--- src/rtl/alu_exec_if.sv ---
// Request/response bundle for the alu_exec operation stage.
interface alu_exec_if #(
  parameter int XLEN = 32
);
  logic            in_valid;
  logic            in_ready;
  logic [3:0]      alu_select;
  logic [XLEN-1:0] op_a;
  logic [XLEN-1:0] op_b;
  logic            out_valid;
  logic            out_ready;
  logic [XLEN-1:0] result;
  logic            zero;
  logic            illegal;

  modport master (
    output in_valid, alu_select, op_a, op_b, out_ready,
    input  in_ready, out_valid, result, zero, illegal
  );

  modport slave (
    input  in_valid, alu_select, op_a, op_b, out_ready,
    output in_ready, out_valid, result, zero, illegal
  );
endinterface

--- src/rtl/alu_exec.sv ---
// RV32I execute-stage ALU with valid/ready handshakes; shifts run one bit per
// cycle through a working register, everything else completes on acceptance.
module alu_exec #(
  parameter int XLEN = 32
) (
  input  logic       clk,
  input  logic       rst_n,
  alu_exec_if.slave  bus
);

  typedef enum logic [1:0] {IDLE, SHIFT, DONE} state_t;

  typedef enum logic [3:0] {
    OP_ADD  = 4'd0,
    OP_SUB  = 4'd1,
    OP_SLL  = 4'd2,
    OP_SRL  = 4'd3,
    OP_SRA  = 4'd4,
    OP_XOR  = 4'd5,
    OP_OR   = 4'd6,
    OP_AND  = 4'd7,
    OP_SLT  = 4'd8,
    OP_SLTU = 4'd9
  } op_t;

  state_t          state, state_n;
  logic            alive;
  logic [3:0]      sel_q;
  logic [XLEN-1:0] work;
  logic [4:0]      cnt;
  logic [XLEN-1:0] result_q;
  logic            zero_q;
  logic            illegal_q;

  logic [XLEN-1:0] alu_res;
  logic [XLEN-1:0] shifted;
  logic [4:0]      shamt;
  logic            is_shift;
  logic            legal;
  logic            accept;

  assign shamt         = bus.op_b[4:0];
  // Ready is held low until the first edge after reset release.
  assign bus.in_ready  = alive && (state == IDLE);
  assign accept        = bus.in_valid && bus.in_ready;
  assign bus.out_valid = (state == DONE);
  assign bus.result    = result_q;
  assign bus.zero      = zero_q;
  assign bus.illegal   = illegal_q;

  always_comb begin
    alu_res  = '0;
    is_shift = 1'b0;
    legal    = 1'b1;
    case (bus.alu_select)
      OP_ADD:  alu_res = bus.op_a + bus.op_b;
      OP_SUB:  alu_res = bus.op_a - bus.op_b;
      OP_SLL, OP_SRL, OP_SRA: begin
        is_shift = 1'b1;
        alu_res  = bus.op_a;
      end
      OP_XOR:  alu_res = bus.op_a ^ bus.op_b;
      OP_OR:   alu_res = bus.op_a | bus.op_b;
      OP_AND:  alu_res = bus.op_a & bus.op_b;
      OP_SLT:  alu_res = {{(XLEN-1){1'b0}}, ($signed(bus.op_a) < $signed(bus.op_b))};
      OP_SLTU: alu_res = {{(XLEN-1){1'b0}}, (bus.op_a < bus.op_b)};
      default: legal = 1'b0;
    endcase
  end

  always_comb begin
    shifted = work;
    case (sel_q)
      OP_SLL:  shifted = {work[XLEN-2:0], 1'b0};
      OP_SRL:  shifted = {1'b0, work[XLEN-1:1]};
      OP_SRA:  shifted = {work[XLEN-1], work[XLEN-1:1]};
      default: shifted = work;
    endcase
  end

  always_comb begin
    state_n = state;
    case (state)
      IDLE:    if (accept) state_n = (is_shift && shamt != '0) ? SHIFT : DONE;
      SHIFT:   if (cnt == 5'd1) state_n = DONE;
      DONE:    if (bus.out_ready) state_n = IDLE;
      default: state_n = IDLE;
    endcase
  end

  always_ff @(posedge clk or negedge rst_n) begin
    if (!rst_n) begin
      state <= IDLE;
      alive <= 1'b0;
    end else begin
      state <= state_n;
      alive <= 1'b1;
    end
  end

  always_ff @(posedge clk or negedge rst_n) begin
    if (!rst_n) begin
      sel_q     <= '0;
      work      <= '0;
      cnt       <= '0;
      result_q  <= '0;
      zero_q    <= 1'b0;
      illegal_q <= 1'b0;
    end else begin
      case (state)
        IDLE: if (accept) begin
          sel_q <= bus.alu_select;
          if (is_shift && shamt != '0) begin
            work <= bus.op_a;
            cnt  <= shamt;
          end else begin
            result_q  <= alu_res;
            zero_q    <= (alu_res == '0);
            illegal_q <= ~legal;
          end
        end
        SHIFT: begin
          work <= shifted;
          cnt  <= cnt - 5'd1;
          // The final step publishes the shifted value as it enters DONE.
          if (cnt == 5'd1) begin
            result_q  <= shifted;
            zero_q    <= (shifted == '0);
            illegal_q <= 1'b0;
          end
        end
        default: ;
      endcase
    end
  end

endmodule
--- src/flat_wrapper.sv ---
// flat-port wrapper written by rule: the top's interface ports become plain ports
module alu_exec_flat 
#(
  parameter int XLEN = 32
)
  (clk, rst_n, bus_in_valid, bus_alu_select, bus_op_a, bus_op_b, bus_out_ready, bus_in_ready, bus_out_valid, bus_result, bus_zero, bus_illegal);
  alu_exec_if #(.XLEN(XLEN)) bus_i ();
  input  logic clk;
  input  logic rst_n;
  input wire logic [$bits(bus_i.in_valid)-1:0] bus_in_valid;
  input wire logic [$bits(bus_i.alu_select)-1:0] bus_alu_select;
  input wire logic [$bits(bus_i.op_a)-1:0] bus_op_a;
  input wire logic [$bits(bus_i.op_b)-1:0] bus_op_b;
  input wire logic [$bits(bus_i.out_ready)-1:0] bus_out_ready;
  output wire logic [$bits(bus_i.in_ready)-1:0] bus_in_ready;
  output wire logic [$bits(bus_i.out_valid)-1:0] bus_out_valid;
  output wire logic [$bits(bus_i.result)-1:0] bus_result;
  output wire logic [$bits(bus_i.zero)-1:0] bus_zero;
  output wire logic [$bits(bus_i.illegal)-1:0] bus_illegal;
  assign bus_i.in_valid = bus_in_valid;
  assign bus_i.alu_select = bus_alu_select;
  assign bus_i.op_a = bus_op_a;
  assign bus_i.op_b = bus_op_b;
  assign bus_i.out_ready = bus_out_ready;
  assign bus_in_ready = bus_i.in_ready;
  assign bus_out_valid = bus_i.out_valid;
  assign bus_result = bus_i.result;
  assign bus_zero = bus_i.zero;
  assign bus_illegal = bus_i.illegal;
  alu_exec #(.XLEN(XLEN)) u_core (.clk(clk), .rst_n(rst_n), .bus(bus_i));
endmodule
--- config.mk ---
export PLATFORM = sky130hd
export DESIGN_NAME = alu_exec_flat
export DESIGN_NICKNAME = d
export VERILOG_FILES = /design/src/rtl/alu_exec_if.sv /design/src/rtl/alu_exec.sv /design/src/flat_wrapper.sv
export SDC_FILE = /design/constraint.sdc
export NUM_CORES = 1
export LEC_CHECK = 0
export CAP_MARGIN = 20
export CELL_PAD_IN_SITES_DETAIL_PLACEMENT = 0
export CELL_PAD_IN_SITES_GLOBAL_PLACEMENT = 1
export CORE_UTILIZATION = 40
export DETAILED_ROUTE_END_ITERATION = 8
export GPL_ROUTABILITY_DRIVEN = 0
export PLACE_DENSITY_LB_ADDON = 0.1
export SLEW_MARGIN = 10
export SYNTH_ARGS = -nofsm -noshare
export SYNTH_HDL_FRONTEND = slang
export SYNTH_SLANG_ARGS = --single-unit
export TNS_END_PERCENT = 20
--- constraint.sdc ---
create_clock -name clk -period 3.7 [get_ports clk]
set_input_delay 0.555 -clock clk [delete_from_list [all_inputs] [get_ports clk]]
set_output_delay 0.555 -clock clk [all_outputs]
set_load 0.02 [all_outputs]
# --- Word level (Yosys, flattened, before mapping) ---
# Index checks and enable logic that the tools add are counted.
op_classes:
  add_sub_neg: 3
  magnitude_cmp: 2
  n_eq_ne: 20
  n_mux: 27
  bitwise_logic: 4
  n_reduce_logical: 15
ops:
  columns: ["operator", "n"]
  rows:
  - ["$pmux 32 s8", 1]
  - ["$mux 32", 5]
  - ["$pmux 32 s2", 2]
  - ["$pmux 32 s3", 1]
  - ["$logic_not 32->1", 2]
  - ["$lt 32x32->1", 2]
  - ["$add 32x32->32", 1]
  - ["$and 32x32->32", 1]
  - ["$or 32x32->32", 1]
  - ["$sub 32x32->32", 1]
  - ["$xor 32x32->32", 1]
  - ["$eq 4x3->1 const B", 5]
  - ["$eq 4x2->1 const B", 4]
  - ["$mux 5", 2]
  - ["$pmux 5 s2", 1]
  - ["$reduce_or 10->1", 1]
  - ["$eq 4x4->1 const B", 2]
  - ["$mux 1", 8]
  - ["$mux 2", 4]
  - ["$ne 2x2->1 const B", 3]
  - ["$pmux 2 s3", 1]
  - ["$reduce_and 3->1", 2]
  - ["$eq 5x1->1 const B", 1]
  - ["$reduce_bool 5->1", 1]
  - ["other kinds (14)", 18]
word_totals:
  register_bits: 78
  in_bits: 72
  out_inout_bits: 36
  wordCells: 79

# --- Longest topological paths before layout ---
depth:
  depth_word: 7
  depth_mapped: 15
  mapped_depth_nobuf: 14

# --- Worst setup path before layout ---
# No wires, ideal clock.
synth_path:
  kind: "input port to flip-flop"
  start: "input bus_op_a[0]"
  end: "register u_core.zero_q (netlist: u_core.bus.zero)"
  setup_ns: 0.103
  arrival_ns: 3.717
  t_required_ns: 3.597
  path_slack_ns: -0.120
  cell_stages: 14
  path_buffers: 0
  path_cell_list: "inv_1 -> ha_1 -> fa_1 -> or2_1 -> a211o_1 -> a211oi_2 -> nor4_1 -> nor4_2 -> o21ai_1 -> a41o_1 -> or3b_2 -> nor4_1 -> nand3_1 -> o41ai_2"
synth_between:
  elab_chain_len: 6
  word_cells_on_any_way: 12
  cone_classes: "2 x add/sub; 2 x order compare; 4 x mux; 3 x bitwise; 1 x reduce/logical"
synth_rtl:
  columns: ["item", "line", "text"]
  rows:
  - ["start, declared", "flat_wrapper.sv:12", "input wire logic [$bits(bus_i.op_a)-1:0] bus_op_a;"]
  - ["$sub 32x32->32 (tied with other cells)", "alu_exec.sv:57", "OP_SUB: alu_res = bus.op_a - bus.op_b;"]
  - ["$pmux 32 s8 (*)", "alu_exec.sv:55", "case (bus.alu_select)"]
  - ["$logic_not 32->1 (*)", "alu_exec.sv:118", "zero_q <= (alu_res == '0);"]
  - ["$mux 1 (*)", "alu_exec.sv:113", "if (is_shift && shamt != '0) begin"]
  - ["$mux 1 (*)", "alu_exec.sv:111", "IDLE: if (accept) begin"]
  - ["$pmux 1 s2 (*)", "alu_exec.sv:110", "case (state)"]
  - ["end signal, assigned", "alu_exec.sv:118", null]
  - ["end signal, assigned", "alu_exec.sv:128", "zero_q <= (shifted == '0);"]
  - ["end, declared", "alu_exec.sv:32", "logic zero_q;"]
# Every way passes the cells marked *; elsewhere a longest branch is shown, timed or not. The select of a mux whose other input is x is not followed.
# A chain may end at the register's enable or synchronous reset.

# --- Worst setup path in the final report ---
layout_path:
  start: "input bus_op_a[21]"
  end: "register u_core.zero_q (netlist: u_core.bus.zero)"
# Same word-level chain as after synthesis.

==> impl_metrics.csv <==
group,metric,value,unit
worst_setup_path,required,3.94,ns
clock_tree,cts_made_buffers,9,
sta,finClkSkew,0.0115,ns
grt,antenna_found_initial,1,
yosys,syn_inst,1420,
sta,min_period_over_period,1.01,
floorplan,die_w,163,um
worst_setup_path,arrival,3.96,ns
worst_setup_path,worstSetupPathType,"in -> reg",
worst_setup_path,start_kind,"primary input",
route,drtIter0Drc,1573,
place,place.port_buffers,107,
yosys,ys.flop_type,"dfrtp_1",
power,power_density,380,nW/um^2
sta,maxSlewHeadroom,0.329,
route,first_pass_iters,8,
place,dp_hpwl,35700,um
sta,finalHoldViolCount,0,
yosys,yosysUniqueCellTypes,86,
worst_setup_path,crit_path_cell_trace,"clkdlybuf4s50_1 > buf_4 > inv_1 > ha_1 > buf_4 > nand2_1 > o21a_1 > o2111ai_1 > a211o_1 > nand3_2 > a21oi_1 > a311o_1 > mux2i_1 > o21ai_1 > or2_2 > o41ai_2",
floorplan,io_pins,108,
yosys,syn_nets,1609,
worst_setup_path,r2r_end,"u_core.bus.zero",
route,drc,0,
sta,worst_pin_slew,1.01,ns
yosys,yosysSeqAreaShare,0.189,
clock_tree,cts_buffer_depth,2,
power,ir_drop,0.421,mV
place,place_inst,2172,
sta,rsz0062_at_grt,"true",
route,drt-vias-per-instance,5.94,
yosys,yosysWarnings,0,
worst_setup_path,cpMostUsedCell,"buf_4",
sta,slew_viol_final,0,
route,wl_per_cell,20.4,um
cells_and_area,finalCoreUtilization,0.638,
grt,grtUsageMet3,0.0418,
sta,fmax,268,MHz
grt,overflow,0,
worst_setup_path,rrSetupSlack,0.80,ns
power,p_int,3.49,mW
clock_tree,cts_tree,"done",
cells_and_area,final_cell_area,16100,um^2
yosys,postSynthAreaPerCell,7.27,um^2
grt,first_global_vias,12300,
grt,grt_pass1_wl,68800,um
worst_setup_path,cp_top_family,"compound AO/OA/AOI/OAI gates",
clock_tree,root_buffer,"clkbuf_16",
sta,fin_ws,-0.0278,ns
flow_run,maxCapViolCount,0,
floorplan,rows,58,
cells_and_area,n_antenna_cell,0,
place,place_area,14600,um^2
cells_and_area,drive_gt1_frac,0.343,
route,routed_wl,45300,um
worst_setup_path,path_depth,16,
sta,finalSetupViolCount,1,
clock_tree,postCtsHoldBufs,0,
power,power_frac_comb,0.586,
worst_setup_path,crit_end,"u_core.bus.zero",
worst_setup_path,critPathBufInv,4,
worst_setup_path,max_stage_delay,0.46,ns
cells_and_area,syn2layout_area_growth,56.0,%
yosys,synthArstFlopShare,1.00,
worst_setup_path,cp-end-kind,"register",
worst_setup_path,slowest_stage,"clkdlybuf4s50_1",
floorplan,initial_utilization,0.409,
clock_tree,cts_sinks,78,
clock_tree,htree_levels,3,
grt,grtUsageMet2,0.517,
grt,grt-busiest-layer,"met2",
hold_path,hold_class,"in -> async",
status,violations,"negative setup slack",
power,power_switching,2.63,mW
sta,min_period,3.73,ns
status,status,"finished, violations left",
route,detail-route-antenna-nets,0,
worst_setup_path,reg2regPathDepth,8,
yosys,synth_edf_count,0,
yosys,syn_area,10300,um^2
floorplan,core,25300,um^2
floorplan,dieArea,26500,um^2
clock_tree,clk_pin_slew,0.07,ns
grt,grt_max_degree,79,
power,power.leakage,7.60,nW
power,seqPwrFrac,0.258,
grt,grt_use_total,0.337,
yosys,synth_seq_cells,78,
power,power,6.11,mW
grt,use_met1,0.486,
worst_setup_path,r2r-start,"u_core.sel_q[2]",
cells_and_area,final_nets,2073,
route,via_count,13200,
worst_setup_path,startpoint,"bus_op_a[21]",
floorplan,die_y,163,um
power,sw_frac_of_total,0.430,
clock_tree,clkLatencyLatePin,0.34,ns
power,clkPwrFrac,0.156,
cells_and_area,layout.cells.non_filler,2219,
worst_setup_path,critical_path.max_fanout,4,
## Yosys cell counts (10+ instances only)
master	number	area share
o21ai_0	152	0.074
clkbuf_1	80	0.029
nand2_1	153	0.056
nor2_1	114	0.041
a222oi_1	31	0.030
o31ai_1	12	0.0087
a21o_1	27	0.020
nand3_1	23	0.011
mux2i_1	21	0.020
dfrtp_1	78	0.19
nor3_1	26	0.013
a221o_1	10	0.0097
ha_1	115	0.14
nand2b_1	21	0.013
inv_1	120	0.044
a211oi_1	18	0.013
a21oi_1	116	0.056
a22oi_1	23	0.017
a31oi_1	11	0.0067
nand4_1	19	0.012
nor2b_1	16	0.0097
a221oi_1	10	0.0085
o211ai_1	13	0.0095
nor4_1	15	0.0091
## power groups by stage
| stage | combinational [mW] | sequential (mW) | clock (mW) |
|---|---|---|---|
| floorplan | 1.56 | 1.71 | 0 |
| global placement | 3.24 | 1.56 | 0 |
| detailed placement | 3.28 | 1.58 | 0 |
| CTS | 3.41 | 1.57 | 0.967 |
| global route | 3.87 | 1.62 | 1.01 |
| finish | 3.58 | 1.58 | 0.956 |
## worst min-delay path by stage
| stage | end | depth (start not counted) |
|---|---|---|
| after floorplan | u_core.alive | 0 |
| after global placement | u_core.bus.result[6] | 2 |
| after detailed placement | u_core.bus.result[6] | 2 |
| after CTS | u_core.cnt[2] | 1 |
| after global routing | u_core.bus.result[7] | 1 |
| final | u_core.cnt[2] | 1 |
## repair_timing
action | in CTS | in global routing
resized for setup | 134 | 130
endpoints found under the hold margin | 0 | 0
setup buffers | 14 | 18
pin swaps | 42 | 61
gates cloned | 0 | 0
setup endpoints to repair | 17 | 12
## kinds of logic (layout without fill, tap and decap cells)
logic type	after synthesis	count (layout)	synth area share
other	1	1	0.000363
AND/OR/NAND/NOR	435	435	0.199
multiplexers	27	27	0.0269
adder cells (fa/ha/maj)	117	117	0.143
XOR/XNOR	5	5	0.00424
flip-flops	78	78	0.189
AO/OA/AOI/OAI	540	540	0.356
buffers and inverters	217	686	0.0810
## metrics by stage
stage	worst slack [ns]	hold WS (ns)	TNS [ns]
finish	-0.0278	0.0676	-0.0278
global route	-0.0994	0.0698	-0.139
CTS	-0.115	0.414	-0.116
detailed placement	-1.15	0.457	-11.10
global placement	-1.07	0.451	-10.17
floorplan	0.0341	0.259	0
## layout by cell type, fill, tap and decap left out, types with 11 or more instances in the layout
master           count
ha_1                86
nand2b_1            20
inv_1               94
a21oi_2             14
o21ai_0            142
nor3_1              19
a211oi_1            11
a222oi_1            31
a22oi_1             21
o211ai_1            13
clkdlybuf4s50_1     69
inv_2               24
dlymetal6s2s_1      18
nand3_1             20
ha_4                21
a21oi_1             99
a21o_1              24
mux2i_1             21
nand4_1             19
nor2_1             107
o31ai_1             11
buf_6               13
buf_4              428
dfrtp_1             78
nor2b_1             11
nand2_1            153
## sequential cells by signal, indices dropped and copies added, names as in the netlist
signal / cells
u_core.alive: 1
u_core.bus.illegal: 1
u_core.bus.result: 32
u_core.bus.zero: 1
u_core.cnt: 5
u_core.sel_q: 4
u_core.state: 2
u_core.work: 32
## metal layers
layer,wire [um],share of wire,vias up
met4,1420,0.031,0
met3,3720,0.082,96
met2,19800,0.44,610
met5,0,0,-
li1,-,-,6177
met1,20300,0.45,6288
## cell type report
| type | instances | area, um^2 |
|---|---|---|
| Fill cell | 2291 | 9150 |
| Timing Repair Buffer | 550 | 4510 |
| Tap cell | 330 | 413 |
| Multi-Input combinational cell | 1125 | 8450 |
| Clock buffer | 10 | 229 |
| Inverter | 120 | 458 |
| Sequential cell | 78 | 1950 |
| Clock inverter | 6 | 92.6 |
Power figures use the tool's default switching activity.
